===== src/rtl/uart_receiver.sv =====
// Purpose: 12-bit-frame serial receiver (start, 8 data LSB first, parity, 2 stops), one bit per clk.
// Latency: start bit sampled at edge E0 -> frame held (dataValid=1) in the cycle after edge E11.
// Backpressure: one held frame; a frame completing while unacknowledged is dropped and overrun set.
//
// Ports:
//   clk, reset        single clock, synchronous active-high reset
//   bitIn             serial line, idle high, already synchronous to clk
//   ack               consumer accepts the held frame (ignored while dataValid=0)
//   dataOut           data byte of the held frame
//   dataValid         a frame is held until acknowledged
//   parityError       parity check failed for the held frame
//   frameError        at least one stop bit of the held frame was 0
//   overrun           sticky: a completed frame was discarded; cleared by ack
//   busy              receiver is inside a frame (not in ARM or IDLE)
module uart_receiver #(
  parameter logic PARITY_ODD = 1'b0
) (
  input  logic       clk,
  input  logic       reset,
  input  logic       bitIn,
  input  logic       ack,
  output logic [7:0] dataOut,
  output logic       dataValid,
  output logic       parityError,
  output logic       frameError,
  output logic       overrun,
  output logic       busy
);

  typedef enum logic [2:0] {
    ST_ARM    = 3'd0,
    ST_IDLE   = 3'd1,
    ST_DATA   = 3'd2,
    ST_PARITY = 3'd3,
    ST_STOP1  = 3'd4,
    ST_STOP2  = 3'd5
  } state_t;

  state_t      state_q, state_d;
  logic [2:0]  idx_q, idx_d;       // data bit position d0..d7
  logic        par_q, par_d;       // running XOR of data and parity bits
  logic [7:0]  shift_q, shift_d;   // frame being assembled
  logic        ferr_q, ferr_d;     // stop1 of the current frame was 0
  logic [7:0]  data_q, data_d;
  logic        dv_q, dv_d;
  logic        perr_q, perr_d;
  logic        fe_q, fe_d;
  logic        ovr_q, ovr_d;
  logic        done;               // STOP2 sampled this cycle: frame completes on this edge

  always_comb begin
    state_d = state_q;
    idx_d   = idx_q;
    par_d   = par_q;
    shift_d = shift_q;
    ferr_d  = ferr_q;
    data_d  = data_q;
    dv_d    = dv_q;
    perr_d  = perr_q;
    fe_d    = fe_q;
    ovr_d   = ovr_q;
    done    = 1'b0;

    case (state_q)
      // After reset the line may be held low; wait for a 1 so a stuck-low
      // line is not mistaken for a start bit.
      ST_ARM: begin
        if (bitIn) state_d = ST_IDLE;
      end
      ST_IDLE: begin
        if (!bitIn) begin
          state_d = ST_DATA;
          idx_d   = 3'd0;
          par_d   = 1'b0;
          ferr_d  = 1'b0;
        end
      end
      ST_DATA: begin
        shift_d[idx_q] = bitIn;
        par_d          = par_q ^ bitIn;
        idx_d          = idx_q + 3'd1;
        if (idx_q == 3'd7) state_d = ST_PARITY;
      end
      ST_PARITY: begin
        par_d   = par_q ^ bitIn;
        state_d = ST_STOP1;
      end
      ST_STOP1: begin
        if (!bitIn) ferr_d = 1'b1;
        state_d = ST_STOP2;
      end
      ST_STOP2: begin
        done    = 1'b1;
        state_d = ST_IDLE;
      end
      default: state_d = ST_ARM;
    endcase

    // Hand-off to the holding register. The stop2 sample is folded in
    // directly because it is only seen on the completion edge.
    if (done) begin
      if (!dv_q || ack) begin
        data_d = shift_q;
        perr_d = (par_q != PARITY_ODD);
        fe_d   = ferr_q | ~bitIn;
        dv_d   = 1'b1;
        if (dv_q) ovr_d = 1'b0;  // ack on the completion edge also clears overrun
      end else begin
        ovr_d = 1'b1;
      end
    end else if (ack && dv_q) begin
      dv_d  = 1'b0;
      ovr_d = 1'b0;
    end
  end

  always_ff @(posedge clk) begin
    if (reset) begin
      state_q <= ST_ARM;
      idx_q   <= 3'd0;
      par_q   <= 1'b0;
      shift_q <= 8'h00;
      ferr_q  <= 1'b0;
      data_q  <= 8'h00;
      dv_q    <= 1'b0;
      perr_q  <= 1'b0;
      fe_q    <= 1'b0;
      ovr_q   <= 1'b0;
    end else begin
      state_q <= state_d;
      idx_q   <= idx_d;
      par_q   <= par_d;
      shift_q <= shift_d;
      ferr_q  <= ferr_d;
      data_q  <= data_d;
      dv_q    <= dv_d;
      perr_q  <= perr_d;
      fe_q    <= fe_d;
      ovr_q   <= ovr_d;
    end
  end

  assign dataOut     = data_q;
  assign dataValid   = dv_q;
  assign parityError = perr_q;
  assign frameError  = fe_q;
  assign overrun     = ovr_q;
  assign busy        = (state_q != ST_ARM) && (state_q != ST_IDLE);

endmodule


===== config.mk =====
export PLATFORM = sky130hd
export DESIGN_NAME = uart_receiver
export DESIGN_NICKNAME = d
export VERILOG_FILES = /design/src/rtl/uart_receiver.sv
export SDC_FILE = /design/constraint.sdc
export NUM_CORES = 1
export LEC_CHECK = 0
export ABC_AREA = 1
export CORE_MARGIN = 3
export CORE_UTILIZATION = 57
export CTS_BUF_LIST = sky130_fd_sc_hd__clkbuf_4
export DETAILED_ROUTE_END_ITERATION = 8
export DONT_BUFFER_PORTS = 1
export PLACE_DENSITY = 0.72
export SETUP_SLACK_MARGIN = 0.2
export SKIP_LAST_GASP = 1
export SLEW_MARGIN = 5
export SYNTH_ARGS = -nofsm -noshare
export SYNTH_HDL_FRONTEND = slang
export SYNTH_SLANG_ARGS = --single-unit

===== constraint.sdc =====
create_clock -name clk -period 2.5 [get_ports clk]
set_input_delay 0.375 -clock clk [delete_from_list [all_inputs] [get_ports clk]]
set_output_delay 0.375 -clock clk [all_outputs]
set_load 0.02 [all_outputs]

==> flow_metrics.tcl, run 1 <==
set metrics [dict create \
    avgSynthCellArea_um2 7.52 \
    ys_types 23 \
    slew_headroom_pct 72.2 \
    area_growth_pct 2.54 \
    p_clk_share_pct 23.0 \
    grt_pass1_wl_um 4110 \
    hpwl_um 1710 \
    rsz0062_at_grt "no" \
    drv_slew 0 \
    ir_drop_v 0.000448 \
    yosys.area.top_type "dfxtp_1" \
    seqPwrFrac_pct 61.6 \
    p_leak_nw 0.510 \
    clkSlewWorstSetupHoldPaths_ns 0.15 \
    r2r-start "dataValid$_SDFFE_PP0P_" \
    fin_tns_setup_ns 0 \
    ys_seq_area_share_pct 45.4 \
    crit_path_start "state_q[0]$_SDFFE_PP0P_" \
    grt_usage_pct 20.4 \
    crit_end "busy" \
    p_total_w 0.000818 \
    clkLatencyLatePin_ns 0.33 \
    clock_path_buffers 2 \
    numPortBuffers 0 \
    cp-start-kind "flip-flop" \
    p_int_w 0.000564 \
    synth_seq_cells 28 \
    finalHoldViolCount 0 \
    gp_congestion 0.738 \
    crit_family "flip-flops" \
    post-place-ws_ns 1.20 \
    grt_pass1_vias 959 \
    report.final.setup_viol 0 \
    synth_edf_count 0 \
    diodes 0 \
    grt_overflow 0 \
    num_rows 16 \
    synth_area_leaders "dfxtp_1, nor2_1, nand2_1" \
    synth.most_common_cell "nor2_1" \
    powerDensity_nw_per_um2 647 \
    cts-root-buf "clkbuf_4" \
    path_cells "nor2_4 > inv_1 > a21oi_1 > inv_1" \
    crit_buf_inv 2 \
    cts.sinks 28 \
    synthFlopType "dfxtp_1" \
    fin_crit_sh_pct 67.3 \
    cts_setup_buffers 0 \
    cp.depth 4 \
    syn_area_um2 1230 \
    cp_slowest_cell "dfxtp_1" \
    cp_slowest_stage_delay_ns 0.58 \
    yosysTopAreaCellShare_pct 45.4 \
    grt_max_degree 16 \
    fmax_mhz 595 \
    die_y_um 52.5 \
    r2r_end "dataOut[6]$_SDFFE_PP0P_" \
    worstPathArrival_ns 1.31 \
    cp-end-kind "output pin" \
    nets 170 \
    min_period_ns 1.68 \
    first_pass_iters 4 \
    tightest_slew_ns 0.417 \
    timing.final.ws_setup_ns 0.818 \
    vias 1012 \
    synth_nets 170 \
    max-cap-violations 0 \
    r2r_cells 6 \
    antenna_found_initial 0 \
    vias_per_cell 5.33 \
    status "completed" \
    hp-class "primary input to flip-flop" \
    combinationalPowerShare_pct 15.4 \
    drive_gt1_share_pct 9.20 \
    yosys-top-cells-count "nor2_1, dfxtp_1, nand2_1" \
    cts_resized 0 \
    p_switching_w 0.000254 \
    drc 0 \
    core_area_um2 2000 \
    die_area_um2 2760 \
    wire_per_inst_um 12.1 \
    syn_inst 164 \
    cp_max_fo 8 \
    cts_max_level 1 \
    drt_iter0_drc 12 \
    ys.warnings.count 0 \
    cts_tree "built" \
    die_w_um 52.5 \
    netSwitchingFraction_pct 31.0 \
    ant_nets 0 \
    criticalPathCategory "flip-flop to output pin" \
    worstPathRequired_ns 2.12 \
    boundaryPins 17 \
    crit_top_cell "inv_1" \
    async_flop_share_pct 0 \
    initial_utilization_pct 61.6 \
    finClkSkew_ns 0.00642 \
    wl_um 2300 \
    numCtsBuffers 3 \
    worst-r2r-setup-slack_ns 1.22 \
    postCtsHoldBufs 0 \
]
routing by layer:
layer	global-route usage, %	part of all wire (%)
met5	0	0
met4	11.1	2.1
met3	4.27	4.1
met2	34.1	50
met1	24.2	44
through the flow:
step	cell area [um2]	hold slack, ns	cells	util [%]
floorplan	1230	0.439	164	-
global placement	1240	0.447	186	61.9
detailed placement	1240	0.448	186	61.9
CTS	1260	0.0869	190	63.2
global route	1260	0.0556	190	63.2
finish	1260	0.0883	190	63.2
layout make-up:
type / instances / area (um2)
clock inverter: 1 / 3.75
clock buffer: 3 / 22.5
fill: 189 / 737
inverter: 16 / 60.1
multi-input combinational: 115 / 584
tap: 27 / 33.8
sequential: 28 / 561
state kept, by name (all words and copies together), names as in the netlist, 3 cells and up:
name     cells
shift_q      8
idx_q        3
dataOut      8
state_q      3
cells in the final DEF (no fill, tap or decap):
cell | Yosys | layout
o21a_1 | 1 | 1
nor3_2 | 2 | 2
clkinv_1 | 0 | 1
a21oi_1 | 14 | 14
ha_1 | 2 | 2
nor2_4 | 5 | 5
xor2_1 | 1 | 1
nand2_4 | 1 | 1
nand2_2 | 1 | 1
o21ai_1 | 10 | 10
inv_1 | 14 | 14
clkbuf_4 | 0 | 3
nand4_1 | 2 | 2
nor3_1 | 1 | 1
nor2_1 | 31 | 31
nand3_2 | 1 | 1
inv_2 | 2 | 2
nand3_1 | 15 | 15
dfxtp_1 | 28 | 28
o31ai_1 | 1 | 1
nand2_1 | 26 | 26
o21ai_0 | 1 | 1
logic make-up (layout without fill, tap and decap cells):
| logic type | after synthesis | in the layout | share of synthesized area, % |
|---|---|---|---|
| buffers and inverters | 21 | 20 | 7.20 |
| AOI/OAI and AO/OA | 27 | 27 | 11.4 |
| DFF | 28 | 28 | 45.4 |
| and+or+nand+nor | 85 | 85 | 33.3 |
| adders and majority gates | 2 | 2 | 2.03 |
| xor gates and xnor gates | 1 | 1 | 0.710 |
worst min path at each step:
stage                            startpoint                 endpoint  slack, ns  cells past startpoint
finish                                reset  shift_q[2]$_SDFFE_PP0P_       0.09                      1
floorplan           shift_q[6]$_SDFFE_PP0P_  shift_q[6]$_SDFFE_PP0P_       0.44                      2
global route                          reset    idx_q[1]$_SDFFE_PP0P_       0.06                      1
detailed placement  shift_q[2]$_SDFFE_PP0P_  shift_q[2]$_SDFFE_PP0P_       0.45                      2
CTS                                   reset  shift_q[1]$_SDFFE_PP0P_       0.09                      1
global placement                      reset    idx_q[2]$_SDFFE_PP0P_       0.45                      1
power groups by stage:
| stage | Sequential (W) | Combinational, W | Clock [W] |
|---|---|---|---|
| global placement | 0.000512 | 0.000122 | 0 |
| finish | 0.000504 | 0.000126 | 0.000189 |
| global route | 0.000508 | 0.000147 | 0.000213 |
| detailed placement | 0.000514 | 0.000126 | 0 |
| floorplan | 0.000490 | 0.000143 | 0 |
| CTS | 0.000504 | 0.000127 | 0.000191 |
worst reg2reg max path: cells and delay by family, from the launching register on:
kind / cells / cell delay (ns)
buffers and inverters: 2 / 0.20
AND/OR/NAND/NOR: 4 / 0.56
flip-flops: 1 / 0.49
(Power assumes the default switching activity.)
==> inputs of run 2 (changes only) <==
==> constraint.sdc (replaced) <==
create_clock -name clk -period 1.65 [get_ports clk]
set_input_delay 0.2475 -clock clk [delete_from_list [all_inputs] [get_ports clk]]
set_output_delay 0.2475 -clock clk [all_outputs]
set_load 0.02 [all_outputs]
==> run 2 against run 1 <==
Flip-flop and latch count did not move. First-iteration DRC count rose by 8.3%. Routed wire length rose by 5.0%. Global-route usage fell by 0.83 points. Die area did not move. Count of clock-buffer cells in the layout did not move. Critical path depth did not move. Via count rose by 1.8%. Combinational power rose by 85%.
==> flow_metrics.tcl, run 2 (synthesized netlist as in run 1, its figures left out) <==
set metrics [dict create \
    drc 0 \
    grt_pass1_vias 980 \
    r2r-start "state_q[1]$_SDFFE_PP0P_" \
    cts_tree "built" \
    worst_hold_slack_ns 0.0685 \
    ant_nets 0 \
    criticalPathCategory "flip-flop to output pin" \
    grt_overflow 0 \
    finalNonFillerCells 193 \
    clkSlewWorstSetupHoldPaths_ns 0.15 \
    status "completed" \
    p_leak_nw 0.536 \
    crit_path_start "state_q[0]$_SDFFE_PP0P_" \
    numPortBuffers 0 \
    ir_drop_v 0.000704 \
    rsz0062_at_grt "yes" \
    area_growth_pct 7.61 \
    cts_max_level 1 \
    hpwl_um 1690 \
    r2r_cells 4 \
    drive_gt1_share_pct 12.7 \
    antenna_found_initial 0 \
    num_rows 16 \
    cp_max_fo 4 \
    finClkSkew_ns 0.00400 \
    clkLatencyLatePin_ns 0.32 \
    core_area_um2 2000 \
    die_w_um 52.5 \
    die_area_um2 2760 \
    wire_per_inst_um 12.5 \
    gp_congestion 0.767 \
    layout_common_cells "nor2_1, nand2_1, dfxtp_1" \
    cp-start-kind "flip-flop" \
    cp-end-kind "output pin" \
    netSwitchingFraction_pct 27.9 \
    report.final.setup_viol 0 \
    crit_end "busy" \
    dp_cells 186 \
    diodes 0 \
    cp_slowest_stage_delay_ns 0.39 \
    worstPathArrival_ns 1.16 \
    cp_slowest_cell "dfxtp_4" \
    p_int_w 0.00103 \
    die_y_um 52.5 \
    max-cap-violations 0 \
    path_cells "nor2_4 > inv_1 > a21oi_2 > inv_2" \
    worstPathRequired_ns 1.40 \
    drv_slew 0 \
    slew_headroom_pct 66.5 \
    numCtsBuffers 3 \
    drt_iter0_drc 13 \
    grt_pass1_wl_um 4080 \
    seqPwrFrac_pct 52.9 \
    grt_usage_pct 19.6 \
    finalHoldViolCount 0 \
    fin_crit_sh_pct 85.4 \
    p_switching_w 0.000400 \
    first_pass_iters 4 \
    wl_um 2420 \
    nets 173 \
    fmax_mhz 710 \
    p_clk_share_pct 30.9 \
    tightest_slew_ns 0.500 \
    cts-root-buf "clkbuf_4" \
    vias 1030 \
    powerDensity_nw_per_um2 1080 \
    post-route-util_pct 66.3 \
    r2r_end "idx_q[0]$_SDFFE_PP0P_" \
    grt_max_degree 17 \
    fin_tns_setup_ns 0 \
    min_period_ns 1.41 \
    cts.sinks 28 \
    clock_path_buffers 2 \
    worst-r2r-setup-slack_ns 0.30 \
    initial_utilization_pct 61.6 \
    boundaryPins 17 \
    combinationalPowerShare_pct 16.3 \
    hp-class "primary input to flip-flop" \
    final_common_cell "nor2_1" \
    vias_per_cell 5.34 \
]
-- run 2: changes by cell type in the layout (fill, tap and decap cells not counted) --
cell / before / now
dlygate4sd3_1: 0 / 2
buf_4: 0 / 1
inv_1: 14 / 13
bufinv_16: 0 / 1
a21oi_1: 14 / 13
a21oi_2: 0 / 1
dfxtp_2: 0 / 1
dfxtp_4: 0 / 1
clkinv_1: 1 / 0
inv_2: 2 / 3
dfxtp_1: 28 / 26
-- run 2: per-layer routing --
layer  up-vias  share of wire [%]  GRT usage (%)
met4         0                  0           3.83
met1       481                 45           23.9
met3         0                4.3           4.27
li1        531                  -              -
met2        18                 51           35.1
met5         -                  0              0
-- run 2: how the worst min path moves through the flow --
stage          slack [ns]                       to  depth (start not counted)  start
2_1_floorplan        0.32    idx_q[0]$_SDFFE_PP0P_                          1  reset
3_3_place_gp         0.32  state_q[1]$_SDFFE_PP0P_                          1  reset
3_5_place_dp         0.32  state_q[1]$_SDFFE_PP0P_                          1  reset
4_1_cts              0.06     overrun$_SDFFE_PP0P_                          2  reset
5_1_grt              0.04     overrun$_SDFFE_PP0P_                          2  reset
6_report             0.07     overrun$_SDFFE_PP0P_                          2  reset
-- run 2: per-stage QoR --
stage / worst slack, ns / power (W) / cell area, um2
final: 0.242 / 0.00143 / 1330
after global routing: 0.163 / 0.00151 / 1330
after CTS: 0.215 / 0.00143 / 1320
after detailed placement: 0.340 / 0.000967 / 1240
after global placement: 0.406 / 0.000959 / 1240
after floorplan: 0.481 / 0.000959 / 1230
-- run 2: critical path: cells and delay by family, from the launching register on --
| family | cells | cell delay [ns] |
|---|---|---|
| compound gates | 1 | 0.13 |
| flops | 1 | 0.39 |
| buf+inv | 2 | 0.16 |
| simple gates | 1 | 0.16 |
-- run 2: timing repair --
| action | CTS | global route |
|---|---|---|
| hold buffers | 2 | 0 |
| endpoints found under the hold margin | 13 | 0 |
| setup endpoints to repair | 1 | 8 |
| setup buffers | 1 | 0 |
| resized for setup | 3 | 2 |
-- run 2: final cells by class --
class	instances	area, um2
Fill cell	172	674
Multi-Input combinational cell	115	588
Sequential cell	28	566
Inverter	16	60.1
Tap cell	27	33.8
Clock inverter	1	30.0
Timing Repair Buffer	3	27.5
Clock buffer	3	22.5
-- run 2: power groups by stage --
stage               clock [W]  combinational, W  sequential [W]
finish               0.000442          0.000233        0.000757
global route         0.000490          0.000259        0.000761
CTS                  0.000454          0.000226        0.000754
detailed placement          0          0.000192        0.000775
global placement            0          0.000187        0.000773
floorplan                   0          0.000217        0.000742
